File: src/rtl/adder_share_ctrl_pkg.sv
// Shared types and constants for the time-multiplexed nibble adder controller.
package adder_ctrl_pkg;
  localparam int NIBBLE_W = 4;

  typedef enum logic [1:0] {
    IDLE = 2'd0,
    ADD  = 2'd1,
    DONE = 2'd2
  } state_t;
endpackage

File: src/rtl/adder_share_ctrl_if.sv
// Request/operand/result bundle between the two requesters and the shared adder controller.
interface adder_share_ctrl_if #(parameter int NIBBLES = 4);
  import adder_ctrl_pkg::*;
  localparam int W = NIBBLE_W * NIBBLES;

  logic [1:0]   req;
  logic [W-1:0] A0, B0, A1, B1;
  logic         Cin0, Cin1;
  logic [1:0]   ack;
  logic [1:0]   done;
  logic [W-1:0] S;
  logic         Cout;
  logic         busy;
  logic         grant_id;

  modport master (
    output req, A0, B0, Cin0, A1, B1, Cin1,
    input  ack, done, S, Cout, busy, grant_id
  );

  modport slave (
    input  req, A0, B0, Cin0, A1, B1, Cin1,
    output ack, done, S, Cout, busy, grant_id
  );
endinterface

File: src/rtl/adder_share_ctrl_fa4.sv
// Single 4-bit ripple slice; reused once per nibble by the controller.
module fourBitFullAdder
  import adder_ctrl_pkg::*;
(
  input  logic [NIBBLE_W-1:0] a,
  input  logic [NIBBLE_W-1:0] b,
  input  logic                cin,
  output logic [NIBBLE_W-1:0] sum,
  output logic                cout
);
  assign {cout, sum} = {1'b0, a} + {1'b0, b} + {{NIBBLE_W{1'b0}}, cin};
endmodule

File: src/rtl/adder_share_ctrl.sv
// Two-requester round-robin controller that performs a W-bit add one nibble
// per cycle through a single shared 4-bit adder.
module adder_share_ctrl
  import adder_ctrl_pkg::*;
#(
  parameter int NIBBLES = 4
) (
  input  logic                clk,
  input  logic                rst_n,
  adder_share_ctrl_if.slave   bus
);
  localparam int W     = NIBBLE_W * NIBBLES;
  localparam int IDX_W = (NIBBLES > 1) ? $clog2(NIBBLES) : 1;

  state_t state_q, state_d;

  logic [IDX_W-1:0]    idx_q;
  logic                carry_q;
  logic                last_q;
  logic                grant_q;
  logic [W-1:0]        a_q, b_q, res_q, res_d, s_q;
  logic                cout_q;

  logic                winner;
  logic                start;
  logic                add_en;
  logic                last_nib;
  logic [1:0]          ack_d, done_d;
  logic [NIBBLE_W-1:0] nib_a, nib_b, nib_s;
  logic                nib_co;

  // Round-robin: on a tie the requester not served last wins.
  always_comb begin
    winner = 1'b0;
    case (bus.req)
      2'b01:   winner = 1'b0;
      2'b10:   winner = 1'b1;
      2'b11:   winner = ~last_q;
      default: winner = 1'b0;
    endcase
  end

  assign last_nib = (idx_q == IDX_W'(NIBBLES - 1));

  always_ff @(posedge clk or negedge rst_n) begin
    if (!rst_n) state_q <= IDLE;
    else        state_q <= state_d;
  end

  // ack is combinational so it lands in the same cycle req is seen; gated so reset forces it low.
  always_comb begin
    state_d = state_q;
    start   = 1'b0;
    add_en  = 1'b0;
    ack_d   = '0;
    done_d  = '0;
    case (state_q)
      IDLE: begin
        if (rst_n && (bus.req != 2'b00)) begin
          start         = 1'b1;
          ack_d[winner] = 1'b1;
          state_d       = ADD;
        end
      end
      ADD: begin
        add_en = 1'b1;
        if (last_nib) state_d = DONE;
      end
      DONE: begin
        done_d[grant_q] = 1'b1;
        state_d         = IDLE;
      end
      default: state_d = IDLE;
    endcase
  end

  assign nib_a = a_q[int'(idx_q)*NIBBLE_W +: NIBBLE_W];
  assign nib_b = b_q[int'(idx_q)*NIBBLE_W +: NIBBLE_W];

  fourBitFullAdder u_fa (
    .a    (nib_a),
    .b    (nib_b),
    .cin  (carry_q),
    .sum  (nib_s),
    .cout (nib_co)
  );

  always_comb begin
    res_d = res_q;
    res_d[int'(idx_q)*NIBBLE_W +: NIBBLE_W] = nib_s;
  end

  // S/Cout load on the final ADD edge so they show the new result exactly from DONE onward.
  always_ff @(posedge clk or negedge rst_n) begin
    if (!rst_n) begin
      idx_q   <= '0;
      carry_q <= 1'b0;
      last_q  <= 1'b1;
      grant_q <= 1'b0;
      a_q     <= '0;
      b_q     <= '0;
      res_q   <= '0;
      s_q     <= '0;
      cout_q  <= 1'b0;
    end else begin
      if (start) begin
        a_q     <= winner ? bus.A1 : bus.A0;
        b_q     <= winner ? bus.B1 : bus.B0;
        carry_q <= winner ? bus.Cin1 : bus.Cin0;
        grant_q <= winner;
        last_q  <= winner;
        idx_q   <= '0;
      end
      if (add_en) begin
        res_q   <= res_d;
        carry_q <= nib_co;
        idx_q   <= last_nib ? '0 : idx_q + 1'b1;
        if (last_nib) begin
          s_q    <= res_d;
          cout_q <= nib_co;
        end
      end
    end
  end

  assign bus.ack      = ack_d;
  assign bus.done     = done_d;
  assign bus.S        = s_q;
  assign bus.Cout     = cout_q;
  assign bus.busy     = (state_q != IDLE);
  assign bus.grant_id = grant_q;
endmodule

File: src/flat_wrapper.sv
// flat-port wrapper written by rule: the top's interface ports become plain ports
module adder_share_ctrl_flat import adder_ctrl_pkg::*;
#(
  parameter int NIBBLES = 4
)
  (clk, rst_n, bus_req, bus_A0, bus_B0, bus_Cin0, bus_A1, bus_B1, bus_Cin1, bus_ack, bus_done, bus_S, bus_Cout, bus_busy, bus_grant_id);
  adder_share_ctrl_if #(.NIBBLES(NIBBLES)) bus_i ();
  input  logic clk;
  input  logic rst_n;
  input wire logic [$bits(bus_i.req)-1:0] bus_req;
  input wire logic [$bits(bus_i.A0)-1:0] bus_A0;
  input wire logic [$bits(bus_i.B0)-1:0] bus_B0;
  input wire logic [$bits(bus_i.Cin0)-1:0] bus_Cin0;
  input wire logic [$bits(bus_i.A1)-1:0] bus_A1;
  input wire logic [$bits(bus_i.B1)-1:0] bus_B1;
  input wire logic [$bits(bus_i.Cin1)-1:0] bus_Cin1;
  output wire logic [$bits(bus_i.ack)-1:0] bus_ack;
  output wire logic [$bits(bus_i.done)-1:0] bus_done;
  output wire logic [$bits(bus_i.S)-1:0] bus_S;
  output wire logic [$bits(bus_i.Cout)-1:0] bus_Cout;
  output wire logic [$bits(bus_i.busy)-1:0] bus_busy;
  output wire logic [$bits(bus_i.grant_id)-1:0] bus_grant_id;
  assign bus_i.req = bus_req;
  assign bus_i.A0 = bus_A0;
  assign bus_i.B0 = bus_B0;
  assign bus_i.Cin0 = bus_Cin0;
  assign bus_i.A1 = bus_A1;
  assign bus_i.B1 = bus_B1;
  assign bus_i.Cin1 = bus_Cin1;
  assign bus_ack = bus_i.ack;
  assign bus_done = bus_i.done;
  assign bus_S = bus_i.S;
  assign bus_Cout = bus_i.Cout;
  assign bus_busy = bus_i.busy;
  assign bus_grant_id = bus_i.grant_id;
  adder_share_ctrl #(.NIBBLES(NIBBLES)) u_core (.clk(clk), .rst_n(rst_n), .bus(bus_i));
endmodule
File: config.mk
export PLATFORM = sky130hd
export DESIGN_NAME = adder_share_ctrl_flat
export DESIGN_NICKNAME = d
export VERILOG_FILES = /design/src/rtl/adder_share_ctrl_pkg.sv /design/src/rtl/adder_share_ctrl_if.sv /design/src/rtl/adder_share_ctrl_fa4.sv /design/src/rtl/adder_share_ctrl.sv /design/src/flat_wrapper.sv
export SDC_FILE = /design/constraint.sdc
export NUM_CORES = 1
export LEC_CHECK = 0
export ABC_AREA = 1
export BUFFER_PORTS_ARGS = -buffer_cell sky130_fd_sc_hd__buf_4
export CAP_MARGIN = 10
export CORE_UTILIZATION = 40
export CTS_BUF_LIST = sky130_fd_sc_hd__clkbuf_2
export CTS_CLUSTER_DIAMETER = 100
export DETAILED_ROUTE_END_ITERATION = 12
export GPL_ROUTABILITY_DRIVEN = 0
export HOLD_SLACK_MARGIN = 0.08
export PLACE_DENSITY_LB_ADDON = 0.25
export SLEW_MARGIN = 10
export SYNTH_ARGS = -nofsm -noshare
export SYNTH_HDL_FRONTEND = slang
export SYNTH_HIERARCHICAL = 1
export SYNTH_SLANG_ARGS = --single-unit
File: constraint.sdc
create_clock -name clk -period 4.5 [get_ports clk]
set_input_delay 0 -clock clk [delete_from_list [all_inputs] [get_ports clk]]
set_output_delay 0 -clock clk [all_outputs]
set_load 0.02 [all_outputs]
# [Yosys cells after proc, flatten, opt, wreduce, memory -nomap -nowiden]
# Index checks and enable logic that the tools add are counted.
[totals] word_cells=62 register_bits=72 output_inout_bits=23
[classes] eq_ne=7 add_sub_neg=4 order_cmp=4 n_bitwise=1 n_shift=4 reduce_logical=9 mux=23
[op_table] cell="4-bit negator with 33-bit output" n=1
[op_table] cell="4-bit by 33-bit variable shift with 16-bit output, first input constant" n=1
[op_table] cell="4-bit by 33-bit indexed part select with 16-bit output" n=1
[op_table] cell="16-bit 2-to-1 mux" n=2
[op_table] cell="16-bit by 5-bit indexed part select with 4-bit output" n=2
[op_table] cell="16-bit bitwise mux" n=1
[op_table] cell="2-bit 2-to-1 mux" n=8
[op_table] cell="2-bit == test, second input constant" n=4
[op_table] cell="1-bit 2-to-1 mux" n=8
[op_table] cell="2-bit nonzero test" n=3
[op_table] cell="4-bit by 4-bit adder with 5-bit output" n=1
[op_table] cell="5-bit by 1-bit adder with 5-bit output" n=1
[op_table] cell="1-bit by 2-bit less-than comparator with 1-bit output, second input constant" n=2
[op_table] cell="2-bit by 1-bit inequality test with 1-bit output, second input constant" n=2
[op_table] cell="2-bit case mux with 2 select lines" n=1
[op_table] cell="2-bit AND reduction" n=2
[op_table] cell="1-bit logical AND" n=3
[op_table] cell="2-bit by 1-bit adder with 2-bit output, second input constant" n=1
[op_table] cell="1-bit demux with 1-bit select" n=2
[op_table] cell="2-bit by 1-bit == test with 1-bit output, second input constant" n=1
[op_table] cell="1-bit >= comparator, second input constant" n=2
[op_table] cell="2-bit zero test" n=1
[op_table] cell="1-bit case mux with 2 select lines" n=1
[op_table] cell="1-bit NOT" n=1

# [Depth between registers and ports, before layout]
# Gate-level depths: netlist of the first run.
[depth] ltp_word=8 depth_mapped=16 depth_no_buf=14

# [By module]
# Netlist of the first run, hierarchy kept.
[by_module_without_submodules] mod="adder_share_ctrl" instances=1 area_each_um2=3824.9 seq_area_each_um2=1803.0 cells_per_inst=549
[by_module_without_submodules] mod="fourBitFullAdder" instances=1 area_each_um2=150.1 seq_area_each_um2=0.0 cells_per_inst=21

# [Worst setup path after synthesis of the first run]
# Ideal clock, no wire load.
[synth_path] kind="reg-to-reg" start="register u_core.idx_q[0]" end="register u_core.res_q[14]" setup_slack_ps=2082 arrival_ps=2353 setup_time_ps=65 required_time_ps=4435 path_buffers=2 stages_incl_launch_ff=16 cell_sequence="dfrtp_1 -> buf_4 -> inv_1 -> buf_4 -> nor2_1 -> o22ai_1 -> fa_1 -> inv_1 -> fa_1 -> xnor2_1 -> nand2_1 -> nor2_1 -> nand2_1 -> nand2_1 -> nand2_1 -> nand2_1"
[synth_between] elab_chain_cells=5
[synth_rtl] element="from (decl)" line_no="adder_share_ctrl.sv:17" text="logic [IDX_W-1:0] idx_q;"
[synth_rtl] element="from (signal assigned)" line_no="adder_share_ctrl.sv:117" text="idx_q <= last_nib ? '0 : idx_q + 1'b1;"
[synth_rtl] element="16-bit by 5-bit indexed part select with 4-bit output" line_no="adder_share_ctrl.sv:77" text="assign nib_a = a_q[int'(idx_q)*NIBBLE_W +: NIBBLE_W];"
[synth_rtl] element="net u_core.nib_a[0]" line_no="adder_share_ctrl.sv:29" text="logic [NIBBLE_W-1:0] nib_a, nib_b, nib_s;"
[synth_rtl] element="4-bit by 4-bit adder with 5-bit output" line_no="adder_share_ctrl_fa4.sv:11" text="assign {cout, sum} = {1'b0, a} + {1'b0, b} + {{NIBBLE_W{1'b0}}, cin};"
[synth_rtl] element="5-bit by 1-bit adder with 5-bit output" line_no="adder_share_ctrl_fa4.sv:11"
[synth_rtl] element="net u_core.nib_s[2]" line_no="adder_share_ctrl.sv:29"
[synth_rtl] element="4-bit by 33-bit indexed part select with 16-bit output" line_no="adder_share_ctrl.sv:90" text="res_d[int'(idx_q)*NIBBLE_W +: NIBBLE_W] = nib_s;"
[synth_rtl] element="16-bit bitwise mux" line_no="adder_share_ctrl.sv:90"
[synth_rtl] element="to (signal assigned)" line_no="adder_share_ctrl.sv:115" text="res_q <= res_d;"
[synth_rtl] element="to (decl)" line_no="adder_share_ctrl.sv:21" text="logic [W-1:0] a_q, b_q, res_q, res_d, s_q;"
# The timed path passes the listed nets, and every way through them passes these cells.
# A chain may end at the register's enable or synchronous reset.

# [Final worst setup path of the first run]
[layout_path] start="register u_core.idx_q[0]" end="register u_core.res_q[13]"
[layout_between] elab_chain_cells=5
[layout_rtl] element="16-bit by 5-bit indexed part select with 4-bit output" line_no="adder_share_ctrl.sv:78" text="assign nib_b = b_q[int'(idx_q)*NIBBLE_W +: NIBBLE_W];"
[layout_rtl] element="net u_core.nib_b[0]" line_no="adder_share_ctrl.sv:29"
[layout_rtl] element="4-bit by 4-bit adder with 5-bit output" line_no="adder_share_ctrl_fa4.sv:11"
[layout_rtl] element="5-bit by 1-bit adder with 5-bit output" line_no="adder_share_ctrl_fa4.sv:11"
[layout_rtl] element="net u_core.nib_s[1]" line_no="adder_share_ctrl.sv:29"
[layout_rtl] element="4-bit by 33-bit indexed part select with 16-bit output" line_no="adder_share_ctrl.sv:90"
[layout_rtl] element="16-bit bitwise mux" line_no="adder_share_ctrl.sv:90"
# The timed path passes the listed nets, and every way through them passes these cells.

==> impl_metrics.yaml, run 1 <==
critical_path:
  cp_cell_sequence: "inv_1, o21ai_0, o22ai_1, fa_1, inv_1, fa_1, inv_1, nand2_1, nor2_2, nand2_1, nand2_1, nand2_1, nand2_1"
  crit_type: "flip-flop to flip-flop"
  rr_worst_depth: 13
  cp-end-kind: "flip-flop"
  cp_common_cell: "nand2_1"
  required_ns: 4.95
  critPathLaunchType: "flip-flop"
  worst-path-max-fanout: 25
  arrival_ns: 3.76
  crit_slowest_cell: "dfrtp_1"
  critPathMaxStageDelay_ns: 0.81
power:
  leakagePower_nw: 3.11
  irDropWorstVdd_mv: 0.228
  power.density_nw_per_um2: 582
die:
  die_x_um: 102
  fp.dieH_um: 102
  core_area_um2: 9680
  die_area_um2: 10300
  initial_core_util_pct: 41.0
  rows: 36
  io_pins: 93
cts:
  root_buffer: "clkbuf_2"
  cts_buffer_depth: 2
  clock-sinks: 72
  htreeDepth: 3
  clk_pin_slew_ns: 0.18
  holdBufCountCts: 67
  cts_buffers: 9
  insertion_delay_ns: 0.51
  cts_tree: "built"
  cts_setup_buffers: 0
  cts_resized: 0
sta:
  fin_crit_ns: 3.32
  finalHoldViolations: 0
  rsz0062_at_grt: "no"
  max_freq_mhz: 302
  slew_violations: 0
  max_slew_margin_pct: 39.0
  worstMarginPinSlew_ns: 0.915
  setup_viol: 0
  finClkSkew_ns: 0.0196
  finalSetupTns_ns: 0
  period_share_pct: 73.7
placement:
  dpl.cell_count: 771
  dp_hpwl_um: 6290
  io_buffers: 92
synthesis:
  syn_inst: 570
  ys_types: 24
  ys_ff_latch: 72
  syn-cell-area_um2: 3980
  yosys_warnings: 6
  syn_area_per_cell_um2: 6.97
  ys_seq_area_share_pct: 45.4
  syn-num-nets: 651
grt:
  grt_max_degree: 74
  grt_util_met2_pct: 36.2
  antenna_found_initial: 0
  grt_pass1_wl_um: 17100
  track_usage_pct: 21.1
  grt-ovfl-total: 0
  busiest_layer: "met2"
  use_met3_pct: 4.42
  grt_pass1_vias: 3776
  use_met1_pct: 26.2
finish:
  layout_commonest_cell: "nand2_1"
  n_antenna_cell: 0
  final_cell_mix: "nand2_1, buf_4, dfrtp_1"
  final_cells: 854
  drive_above_1_share_pct: 16.5
  finalNetCount: 797
  num-fill-cells: 902
  area_delta_synth_final_pct: 36.8
detailed_routing:
  num_vias: 3919
  firstDrtPassIters: 9
  drt-initial-drc-count: 171
  wirelength_um: 9910
  route.detailed.vias_per_inst: 4.59
  post_drt_wl_per_cell_um: 11.6
  antenna_left: 0
  drc: 1
flow_run:
  cap_violations: 0
run_status:
  status: "complete, but fails checks"
  violations: "design-rule violations"
hold_path:
  hold_path_class: "input pin to async pin"
routing by layer:
layer	share of wire, %	wire length (um)
met5	0	0
met4	1.4	134
met3	4.3	423
met2	49	4870
met1	45	4480
stage by stage:
| stage | utilization (%) | hold WS (ns) | instance area (um^2) | power [mW] | setup slack [ns] |
|---|---|---|---|---|---|
| global route | 56.2 | 0.164 | 5440 | 3.49 | 0.806 |
| finish | 56.2 | 0.140 | 5440 | 3.16 | 1.18 |
| CTS | 56.2 | 0.145 | 5440 | 3.17 | 1.21 |
| global placement | 48.2 | 0.187 | 4670 | 2.69 | 1.38 |
| detailed placement | 48.2 | 0.194 | 4670 | 2.73 | 1.27 |
| floorplan | - | -0.296 | 3980 | 2.31 | 2.08 |
worst paths after layout:
path / slack, ns / endpoint / start
hold reg to reg: 0.48 / u_core/last_q / u_core/last_q
setup reg to reg: 1.18 / u_core/res_q[13] / u_core/idx_q[0]
setup / recovery: 1.18 / u_core/res_q[13] / u_core/idx_q[0]
max in group asynchronous: 3.75 / u_core/res_q[9] / rst_n
hold / removal: 0.14 / u_core/bus.grant_id / rst_n
min in group clk: 0.25 / u_core/last_q / bus_req[1]
synthesized netlist by cell type (all sizes together):
cell | n | area share, %
inv | 28 | 2.6
nand2 | 353 | 33
dfrtp | 71 | 45
ha | 9 | 2.8
nor3 | 2 | 0.25
o21ai | 20 | 2.5
xnor2 | 1 | 0.22
fa | 2 | 1.0
nor2 | 32 | 3.6
a21oi | 2 | 0.25
dfstp | 1 | 0.66
nand3 | 11 | 1.5
o22ai | 8 | 1.3
clkbuf | 1 | 0.094
nand4 | 5 | 0.79
clkinv | 1 | 0.094
buf | 23 | 4.1
power breakdown:
group / switching (mW) / internal, mW / total [mW] / leakage [nW]
clock network: 0.212 / 0.128 / 0.340 / 0.0708
logic: 1.07 / 0.659 / 1.73 / 2.09
registers: 0.187 / 0.904 / 1.09 / 0.942
critical path: cells and delay by family, from the launching register on:
family | cells | cell delay, ns
fa+ha+maj | 2 | 0.83
flops | 1 | 0.81
buf+inv | 3 | 0.70
simple gates | 6 | 0.47
compound gates | 2 | 0.45
kinds of logic after synthesis:
group / Yosys count / share of synthesized area (%)
flip-flops: 72 / 45.4
AO/OA/AOI/OAI: 30 / 4.03
adder cells (fa/ha/maj): 11 / 3.84
AND/OR/NAND/NOR: 403 / 39.6
buffers and inverters: 53 / 6.92
XOR/XNOR: 1 / 0.220
sequential cells by signal, indices dropped and copies added, names as in the netlist:
name	count
u_core/bus.Cout	1
u_core/bus.S	16
u_core/carry_q	1
u_core/last_q	1
u_core/idx_q	2
u_core/b_q	16
u_core/state_q	2
u_core/res_q	16
u_core/bus.grant_id	1
u_core/a_q	16
area by class of cell:
type	instances	area (um^2)	share of cell area, %
multi-input combinational	445	1900	34.9
sequential	72	1800	33.1
timing repair buffer	159	1360	25.0
tap	133	166	3.06
inverter	29	109	2.00
clock buffer	11	55.1	1.01
clock inverter	5	47.5	0.874
Power figures use the tool's default switching activity.
==> run 2: changes to the inputs <==
clock period = 3.1 ns   (was 4.5 ns; I/O delays follow)
==> run 2 against run 1 <==
The run still ends with design-rule violations left. Clock skew rose by 0.0061 ns. Maximum frequency up 22%. Cell count rose by 0.35%. First-iteration DRC count fell by 8.8%. Worst setup slack got worse by 0.81 ns. Via count is 0.79% higher. Critical path depth unchanged. Utilization up 0.065 points. Routed wire length up 2.4%. Die area unchanged. Clock power increased by 19%. Critical endpoint unchanged. Highest routed layer unchanged.
==> impl_metrics.yaml, run 2 (synthesis results as in run 1) <==
placement:
  dp_hpwl_um: 6480
  io_buffers: 92
  pre_cts_ws_ns: 0.431
critical_path:
  cpLargestDelayFamily: "adder cells"
  cp-end-kind: "flip-flop"
  worstReg2RegStart: "u_core/idx_q[1]"
  timing.rr.end: "u_core/res_q[13]"
  r2r_setup_slack_ns: 0.38
  worst-path-max-fanout: 12
  crit_slowest_cell: "dfrtp_1"
  critPathLaunchType: "flip-flop"
  crit_type: "flip-flop to flip-flop"
  cp_cell_sequence: "clkinv_1, o21ai_0, o22ai_1, fa_1, inv_1, fa_1, inv_1, nand2_1, nor2_2, nand2_1, nand2_1, nand2_1, nand2_1"
  cp_common_cell: "nand2_1"
  critPathMaxStageDelay_ns: 0.58
  rr_worst_depth: 13
  arrival_ns: 3.18
  worst-path-buf-inv: 3
  required_ns: 3.56
cts:
  root_buffer: "clkbuf_2"
  holdBufCountCts: 68
  insertion_delay_ns: 0.52
  htreeDepth: 3
  cts_buffers: 9
  cts_setup_buffers: 0
  clock-sinks: 72
  cts_buffer_depth: 2
  cts_tree: "built"
  cts_resized: 0
  clk_pin_slew_ns: 0.17
hold_path:
  worstHoldEndpoint: "u_core/last_q"
  hold_path_depth: 7
  hold_path_class: "input pin to flip-flop"
  hold_start: "bus_req[1]"
grt:
  grt-ovfl-total: 0
  grt_max_degree: 73
  grt_pass1_vias: 3884
  antenna_found_initial: 0
  track_usage_pct: 21.4
  grt_pass1_wl_um: 17200
detailed_routing:
  antenna_left: 0
  drc: 1
  firstDrtPassIters: 11
  drt-initial-drc-count: 156
  post_drt_wl_per_cell_um: 11.8
  route.detailed.vias_per_inst: 4.61
  num_vias: 3950
  wirelength_um: 10100
power:
  power.share.sequential_pct: 34.1
  p_clk_share_pct: 8.9
  intPower_mw: 2.40
  leakagePower_nw: 3.11
  p_sw_share_pct: 47.2
  pwr-share-comb_pct: 56.9
  irDropWorstVdd_mv: 0.316
  netSwitchingPower_mw: 2.15
  power.density_nw_per_um2: 835
die:
  initial_core_util_pct: 41.0
  die_x_um: 102
  io_pins: 93
  die_area_um2: 10300
  fp.dieH_um: 102
  core_area_um2: 9680
  rows: 36
sta:
  finClkSkew_ns: 0.0258
  rsz0062_at_grt: "no"
  finalHoldViolations: 0
  fin_crit_ns: 2.72
  max_freq_mhz: 367
  fin_ws_ns: 0.379
  setup_viol: 0
  worstMarginPinSlew_ns: 0.911
  max_slew_margin_pct: 39.3
  finalSetupTns_ns: 0
  slew_violations: 0
  period_share_pct: 87.8
finish:
  area_delta_synth_final_pct: 37.0
  finalNetCount: 802
  final_util_pct: 56.2
  n_antenna_cell: 0
  final_cell_mix: "nand2_1, buf_4, dfrtp_1"
  drive_above_1_share_pct: 16.9
  layout_commonest_cell: "nand2_1"
run_status:
  violations: "design-rule violations"
  status: "complete, but fails checks"
flow_run:
  cap_violations: 0
[run 2: changes by cell type in the layout (fill, tap and decap cells not counted)]
cell / delta
clkinv_2: -1
dlygate4sd3_1: +1
clkbuf_2: +1
buf_4: +4
clkinv_1: -1
bufinv_16: -1
[run 2: tightest hold or removal path: stages]
cell and delay (ns):
buf_4 0.10, inv_1 0.04, nand2_1 0.06, nand3_2 0.05
buf_4 0.25, nand2_1 0.12, nand2_1 0.05
[run 2: through the flow]
stage | total power [mW] | instance area [um^2] | cells | hold WS, ns
2_1_floorplan | 3.35 | 3980 | 570 | -0.296
3_3_place_gp | 3.95 | 4700 | 775 | 0.292
3_5_place_dp | 4.00 | 4700 | 775 | 0.291
4_1_cts | 4.55 | 5450 | 857 | 0.0918
5_1_grt | 4.99 | 5450 | 857 | 0.158
6_report | 4.55 | 5450 | 857 | 0.142
[run 2: power groups by stage]
| stage | clock (mW) | sequential, mW | combinational [mW] |
|---|---|---|---|
| floorplan | 0 | 1.61 | 1.74 |
| global placement | 0 | 1.57 | 2.38 |
| detailed placement | 0 | 1.57 | 2.43 |
| CTS | 0.422 | 1.55 | 2.57 |
| global route | 0.463 | 1.60 | 2.93 |
| finish | 0.405 | 1.55 | 2.59 |
[run 2: final cells by class]
type | count | area, um^2
Clock buffer | 12 | 60.1
Clock inverter | 2 | 8.76
Fill cell | 913 | 4240
Inverter | 29 | 109
Multi-Input combinational cell | 445 | 1900
Sequential cell | 72 | 1800
Tap cell | 133 | 166
Timing Repair Buffer | 164 | 1400
[run 2: worst max path at each step]
| stage | from | end | depth (start not counted) |
|---|---|---|---|
| 4_1_cts | u_core/idx_q[1] | u_core/res_q[13] | 13 |
| 6_report | u_core/idx_q[1] | u_core/res_q[13] | 13 |
| 2_1_floorplan | u_core/idx_q[0] | u_core/res_q[14] | 15 |
| 3_3_place_gp | u_core/idx_q[1] | u_core/bus.S[13] | 13 |
| 3_5_place_dp | u_core/idx_q[1] | u_core/res_q[13] | 13 |
| 5_1_grt | u_core/idx_q[1] | u_core/res_q[13] | 13 |
[run 2: per-layer routing]
layer	GRT usage (%)	up-vias	share of wire, %
met5	0	-	0
met4	8.58	0	2.0
met3	4.21	16	4.4
met2	36.6	105	48
met1	26.5	1791	45
li1	-	2038	-
